[config.mk]
export PLATFORM = sky130hd
export DESIGN_NAME = rtl_cnt_stamp
export DESIGN_NICKNAME = d
export VERILOG_FILES = /design/src/rtl/rtl_cnt_stamp.sv
export SDC_FILE = /design/constraint.sdc
export NUM_CORES = 1
export LEC_CHECK = 0
export CORE_ASPECT_RATIO = 0.8
export CORE_UTILIZATION = 35
export DETAILED_ROUTE_END_ITERATION = 10
export GPL_ROUTABILITY_DRIVEN = 0
export PLACE_DENSITY = 0.55
export SLEW_MARGIN = 20
export SYNTH_ARGS = -nofsm -noshare
export SYNTH_HDL_FRONTEND = slang
export SYNTH_SLANG_ARGS = --single-unit
[constraint.sdc]
create_clock -name clk -period 4.25 [get_ports clk]
set_input_delay 0.6375 -clock clk [delete_from_list [all_inputs] [get_ports clk]]
set_output_delay 0.6375 -clock clk [all_outputs]
set_load 0.01 [all_outputs]
[src/rtl/rtl_cnt_stamp.sv]
// Timestamp capture stage: extends the free-running counter with a wrap epoch,
// stamps each event as {epoch, counter}, and queues stamps for valid/ready readout.
module rtl_cnt_stamp #(
  parameter int N     = 64,
  parameter int E     = 8,
  parameter int DEPTH = 4,
  parameter int DW    = 16
) (
  input  logic           clk,
  input  logic           nrst,
  input  logic [N-1:0]   counter,
  input  logic           cout,
  input  logic           evt,
  output logic [E+N-1:0] ts_data,
  output logic           ts_valid,
  input  logic           ts_ready,
  output logic           full,
  output logic           overflow,
  output logic [DW-1:0]  drop_cnt
);

  localparam int AW = $clog2(DEPTH);
  localparam int CW = AW + 1;

  typedef logic [E+N-1:0] stamp_t;

  logic [E-1:0]  epoch_q, epoch_d, epoch_eff;
  logic [AW-1:0] rd_ptr_q, rd_ptr_d, wr_ptr_q, wr_ptr_d;
  logic [CW-1:0] count_q, count_d;
  stamp_t        mem_q [DEPTH];
  stamp_t        mem_d [DEPTH];
  stamp_t        ts_data_q, ts_data_d, sample;
  logic          overflow_q, overflow_d;
  logic [DW-1:0] drop_cnt_q, drop_cnt_d;
  logic          full_w, pop, push, drop;

  always_comb begin
    epoch_eff = epoch_q + E'(cout);
    epoch_d   = epoch_eff;
    sample    = {epoch_eff, counter};

    full_w = (count_q == CW'(DEPTH));
    pop    = (count_q != '0) & ts_ready;
    // A pop in the same cycle frees a slot, so a full FIFO can still accept.
    push   = evt & (~full_w | pop);
    drop   = evt & full_w & ~pop;

    mem_d = mem_q;
    if (push) mem_d[wr_ptr_q] = sample;

    wr_ptr_d = wr_ptr_q + AW'(push);
    rd_ptr_d = rd_ptr_q + AW'(pop);
    count_d  = count_q + CW'(push) - CW'(pop);

    // The head is registered so ts_data never depends on ts_ready combinationally.
    ts_data_d = (count_d != '0) ? mem_d[rd_ptr_d] : ts_data_q;

    overflow_d = overflow_q | drop;
    drop_cnt_d = drop_cnt_q + DW'(drop && (drop_cnt_q != '1));
  end

  always_ff @(posedge clk) begin
    if (!nrst) begin
      epoch_q    <= '0;
      rd_ptr_q   <= '0;
      wr_ptr_q   <= '0;
      count_q    <= '0;
      ts_data_q  <= '0;
      overflow_q <= 1'b0;
      drop_cnt_q <= '0;
    end else begin
      // NOTE: non-blocking assignments keep every flop sampling pre-edge values.
      epoch_q    <= epoch_d;
      rd_ptr_q   <= rd_ptr_d;
      wr_ptr_q   <= wr_ptr_d;
      count_q    <= count_d;
      ts_data_q  <= ts_data_d;
      overflow_q <= overflow_d;
      drop_cnt_q <= drop_cnt_d;
    end
  end

  // NOTE: storage is left unreset; an entry is only read after it has been written.
  always_ff @(posedge clk) begin
    mem_q <= mem_d;
  end

  assign ts_data  = ts_data_q;
  assign ts_valid = (count_q != '0);
  assign full     = full_w;
  assign overflow = overflow_q;
  assign drop_cnt = drop_cnt_q;

endmodule

# Yosys cells after proc, flatten, opt, wreduce, memory -nomap -nowiden
# Cells that the tools add are included.
# totals
ff_bits	392
inputBits	69
out_inout_bits	91
wordCells	43
# op_classes
add_sub_neg	6
order_cmp	3
n_eq_ne	2
n_mux	7
bitwise	10
n_reduce_logical	4
# ops
op	n
$bwmux W288	1
$mux W288	1
$mux W72	3
$bmux W72 S2	1
$demux W72 S2	1
$add A16 B1 Y16	1
$ne A16 B16 Y1 const B	1
$add A8 B1 Y8	1
$ge A3 B3 Y1 const B	2
$not A2 Y3	2
$reduce_bool A3 Y1	2
$add A2 B1 Y2	2
$and A1 B1 Y1	4
$add A3 B1 Y3	1
$eq A3 B3 Y1 const B	1
$lt A3 B1 Y1 const B	1
$sub A3 B1 Y3	1
$logic_and A1 B1 Y1	2
$not A1 Y1	2
$or A1 B1 Y1	2

# Depth between registers and ports, before layout
# logic_depth
depth_word	10
mapped_depth	14
depth_no_buf	11

# Least setup slack after synthesis
# No wires, ideal clock.
# synth_timing
kind	input -> register
startpoint	in ts_ready
endpoint	reg ts_data_q[59], in the netlist ts_data[59]
setup_ps	137
arrival_time_ps	3281
required_time_ps	4113
slack_ps	833
stages	13
n_path_buf	4
cell_sequence	or4b_4 buf_6 nand2_1 ha_1 inv_1 ha_1 fa_1 or3_1 clkbuf_1 clkbuf_1 clkbuf_1 o21ai_0 a31oi_1
# synth_via
word_cells_on_any_way	12
classes_between	add/sub (3); mux (4); bitwise (4); reduce/logical (1)
# synth_lines
item	line	text
start, declared	16	input logic ts_ready,
$and A1 B1 Y1 *	43	pop = (count_q != '0) & ts_ready;
$or A1 B1 Y1	45	push = evt & (~full_w | pop);
$and A1 B1 Y1	45	
$add A3 B1 Y3	53	count_d = count_q + CW'(push) - CW'(pop);
$sub A3 B1 Y3 *	53	
net count_d[1]	29	logic [CW-1:0] count_q, count_d;
$reduce_bool A3 Y1 *	56	ts_data_d = (count_d != '0) ? mem_d[rd_ptr_d] : ts_data_q;
end signal, assigned	77	ts_data_q <= ts_data_d;
end, declared	32	stamp_t ts_data_q, ts_data_d, sample;
# The timed path passes the listed nets; every way through them passes the cells marked *. The select of a mux whose other input is x is not followed.
# A chain may end at the register's enable or synchronous reset.

# Worst setup path in the final report
# layout_timing
startpoint	in ts_ready
endpoint	reg ts_data_q[15], in the netlist ts_data[15]
# Same word-level chain as after synthesis.

==> flow_metrics.tcl <==
set metrics [dict create \
    run_status "finished clean" \
    cts_buffers 46 \
    dr.pass1.iters 7 \
    cap_violations 0 \
    synth_seq_cells 392 \
    grt_pass1_wl_um 87550 \
    path_buf_inv 3 \
    layout_commonest_cell "dfxtp_1" \
    cp.depth 11 \
    dpl.cell_count 2762 \
    finalHoldViolCount 0 \
    hold_path.class "register to register" \
    rsz0062_at_grt "false" \
    setup_violations 0 \
    hold_buffers 0 \
    die_x_um 260.1 \
    dpl.hpwl_um 30530 \
    period_needed_ps 3444 \
    r2r_cells 11 \
    start_util_pct 35.48 \
    critPathLaunch "ts_ready" \
    p_sw_w 0.006981 \
    cp.required_ps 4690 \
    syn_nets 2143 \
    fin_area_um2 22180 \
    syn-mean-instance-area_um2 9.034 \
    core_region_area_um2 52550 \
    finalSetupTns_ps 0 \
    syn_area_um2 18650 \
    layout.nets 2196 \
    peakVddDrop_v 0.0007451 \
    p_leak_nw 8.240 \
    fillers 5164 \
    fin_cells 2844 \
    pwr-share-comb_pct 44.3 \
    seqPwrFrac_pct 34.6 \
    yosys_warnings 0 \
    dp_slack_ps 249.8 \
    place_area_um2 20710 \
    slew_headroom_pct 30.61 \
    grt_pass1_vias 15420 \
    rows 75 \
    cts_resized 0 \
    synthArstFlopShare_pct 0 \
    viasPerCell 5.559 \
    synth-edff-count 0 \
    htreeDepth 2 \
    synth_flop_cell "dfxtp_1" \
    clkTransAtPathRegs_ps 60 \
    wl_um 56190 \
    area_delta_synth_final_pct 18.92 \
    end_kind "register" \
    wl_per_cell_um 19.76 \
    crit-reg2reg-capture "ts_data[15]" \
    cts_setup_buffers 0 \
    worst_pin_slew_ps 1041 \
    start_kind "input pin" \
    clk_latency_ps 590 \
    intPower_w 0.01121 \
    antenna_found_initial 5 \
    worst_slack_ps 805.6 \
    ant_nets 0 \
    p_sw_share_pct 38.38 \
    synth_cell_types 53 \
    drive_above_1_share_pct 14.94 \
    clk_path_buf_depth 3 \
    r2r_slack_ps 810 \
    track_usage_pct 20.31 \
    crit_type "input pin to register" \
    port-buffer-count 159 \
    initialDrtViolationCount 951 \
    fmax_mhz 290.3 \
    slew_violations 0 \
    skew_ps 16.65 \
    cts_root_buf "clkbuf_16" \
    power.density_nw_per_um2 820.2 \
    yosysSeqAreaShare_pct 42.09 \
    cpPeakStageDelay_ps 620 \
    pwr-share-clk_pct 21.2 \
    cp_data_arrival_time_ps 3890 \
    path_max_fanout 35 \
    total_power_w 0.01819 \
    path_cells "clkdlybuf4s50_1 > or4b_4 > nand2_1 > ha_1 > inv_1 > ha_1 > fa_1 > or3_4 > buf_4 > o21ai_0 > a31oi_1" \
    path_delay_family "simple AND/OR/NAND/NOR gates" \
    cts_tree "done" \
    final_cell_mix "dfxtp_1 (391), nand2_1 (214), o21ai_0 (209), mux2_2 (199), clkdlybuf4s50_1 (158)" \
    overflow 0 \
    grt_max_degree 135 \
    syn_inst 2064 \
    vias 15810 \
    dieArea_um2 54210 \
    cts.sink_count 392 \
    crit_end "ts_data[15]" \
    finalCritPeriodShare_pct 81.04 \
    drc 0 \
    num_io_pins 160 \
    die_height_um 208.5 \
    critPathSlowestCell "or3_4" \
    r2r-start "count_q[1]" \
    crit_top_cell "ha_1" \
]
## worst min-delay path by stage
stage,start,endpoint,cells past startpoint
global route,mem_q[229],mem_q[229],2
global placement,mem_q[213],mem_q[213],2
CTS,mem_q[266],mem_q[266],2
finish,mem_q[267],mem_q[267],2
detailed placement,mem_q[266],mem_q[266],2
floorplan,mem_q[213],mem_q[213],2
## logic make-up after synthesis
logic type	synth area share (%)
flops	42.09
compound gates	15.92
xor+xnor	1.248
buf+inv	4.892
mux	16.45
fa+ha+maj	0.7113
simple gates	18.69
## area by class of cell
type	instances	area, um2	area share [%]
Inverter	15	57.56	0.2595
Sequential cell	392	7851	35.41
Timing Repair Buffer	191	1954	8.813
Tap cell	693	867.1	3.910
Clock buffer	67	1341	6.049
Multi-Input combinational cell	1471	9982	45.01
Antenna cell	2	5.005	0.02257
Clock inverter	13	116.4	0.5247
## stage by stage
| stage | utilization (%) | hold WS [ps] |
|---|---|---|
| floorplan | - | 416.1 |
| global placement | 39.41 | 427.0 |
| detailed placement | 39.41 | 431.9 |
| global route | 42.19 | 458.8 |
| CTS | 42.19 | 441.6 |
| finish | 42.20 | 438.7 |
## worst min-delay path, cell delays in order, from the launching register on
cell	delay, ps
dfxtp_1	300
nand2_1	50
nand2_1	40
## registers in the layout, indices dropped and copies added, names as in the netlist
name,cells
mem_q,288
ts_data,72
drop_cnt,16
epoch_q,8
count_q,3
rd_ptr_q,2
wr_ptr_q,2
overflow,1
## Yosys cell counts (2+ instances only)
cell type / count / area share, %
dfxtp_1: 392 / 42
and2_1: 30 / 1.0
nand4_1: 5 / 0.17
o21a_1: 3 / 0.12
buf_6: 14 / 0.85
nor2_1: 17 / 0.34
or4_1: 67 / 2.7
xnor2_1: 19 / 0.89
mux2_2: 199 / 12
nand3_1: 14 / 0.38
and3_1: 8 / 0.27
nand2_1: 216 / 4.3
o2111ai_1: 2 / 0.094
xor2_1: 5 / 0.23
buf_1: 4 / 0.080
and4_1: 2 / 0.094
nor3_1: 67 / 1.8
o221ai_1: 2 / 0.094
o31a_1: 3 / 0.14
nor2b_1: 71 / 2.4
buf_2: 30 / 0.81
nand3_2: 2 / 0.11
o21ai_0: 209 / 5.6
a31oi_1: 68 / 2.3
inv_1: 14 / 0.28
a311oi_1: 2 / 0.094
a221oi_1: 66 / 3.1
or3_1: 71 / 2.4
nand2b_1: 70 / 2.3
a21oi_1: 146 / 3.9
mux2i_1: 78 / 4.2
clkbuf_1: 134 / 2.7
mux4_2: 2 / 0.24
nor3b_1: 2 / 0.080
ha_1: 9 / 0.60
buf_4: 4 / 0.16
## per-layer routing
| metal | GRT usage, % | part of all wire [%] | vias up |
|---|---|---|---|
| met5 | 0 | 0.069 | - |
| met4 | 5.989 | 2.0 | 6 |
| met3 | 4.094 | 5.8 | 92 |
| met2 | 31.95 | 45 | 409 |
| met1 | 27.90 | 47 | 7701 |
| li1 | - | - | 7601 |
## power groups by stage
| stage | Clock [W] | Sequential (W) | Combinational (W) |
|---|---|---|---|
| detailed placement | 0 | 0.00635 | 0.00805 |
| floorplan | 0 | 0.00614 | 0.00565 |
| global route | 0.00413 | 0.00649 | 0.00886 |
| global placement | 0 | 0.00626 | 0.00783 |
| finish | 0.00385 | 0.00629 | 0.00805 |
| CTS | 0.00398 | 0.00628 | 0.00808 |
(Power assumes the default switching activity.)
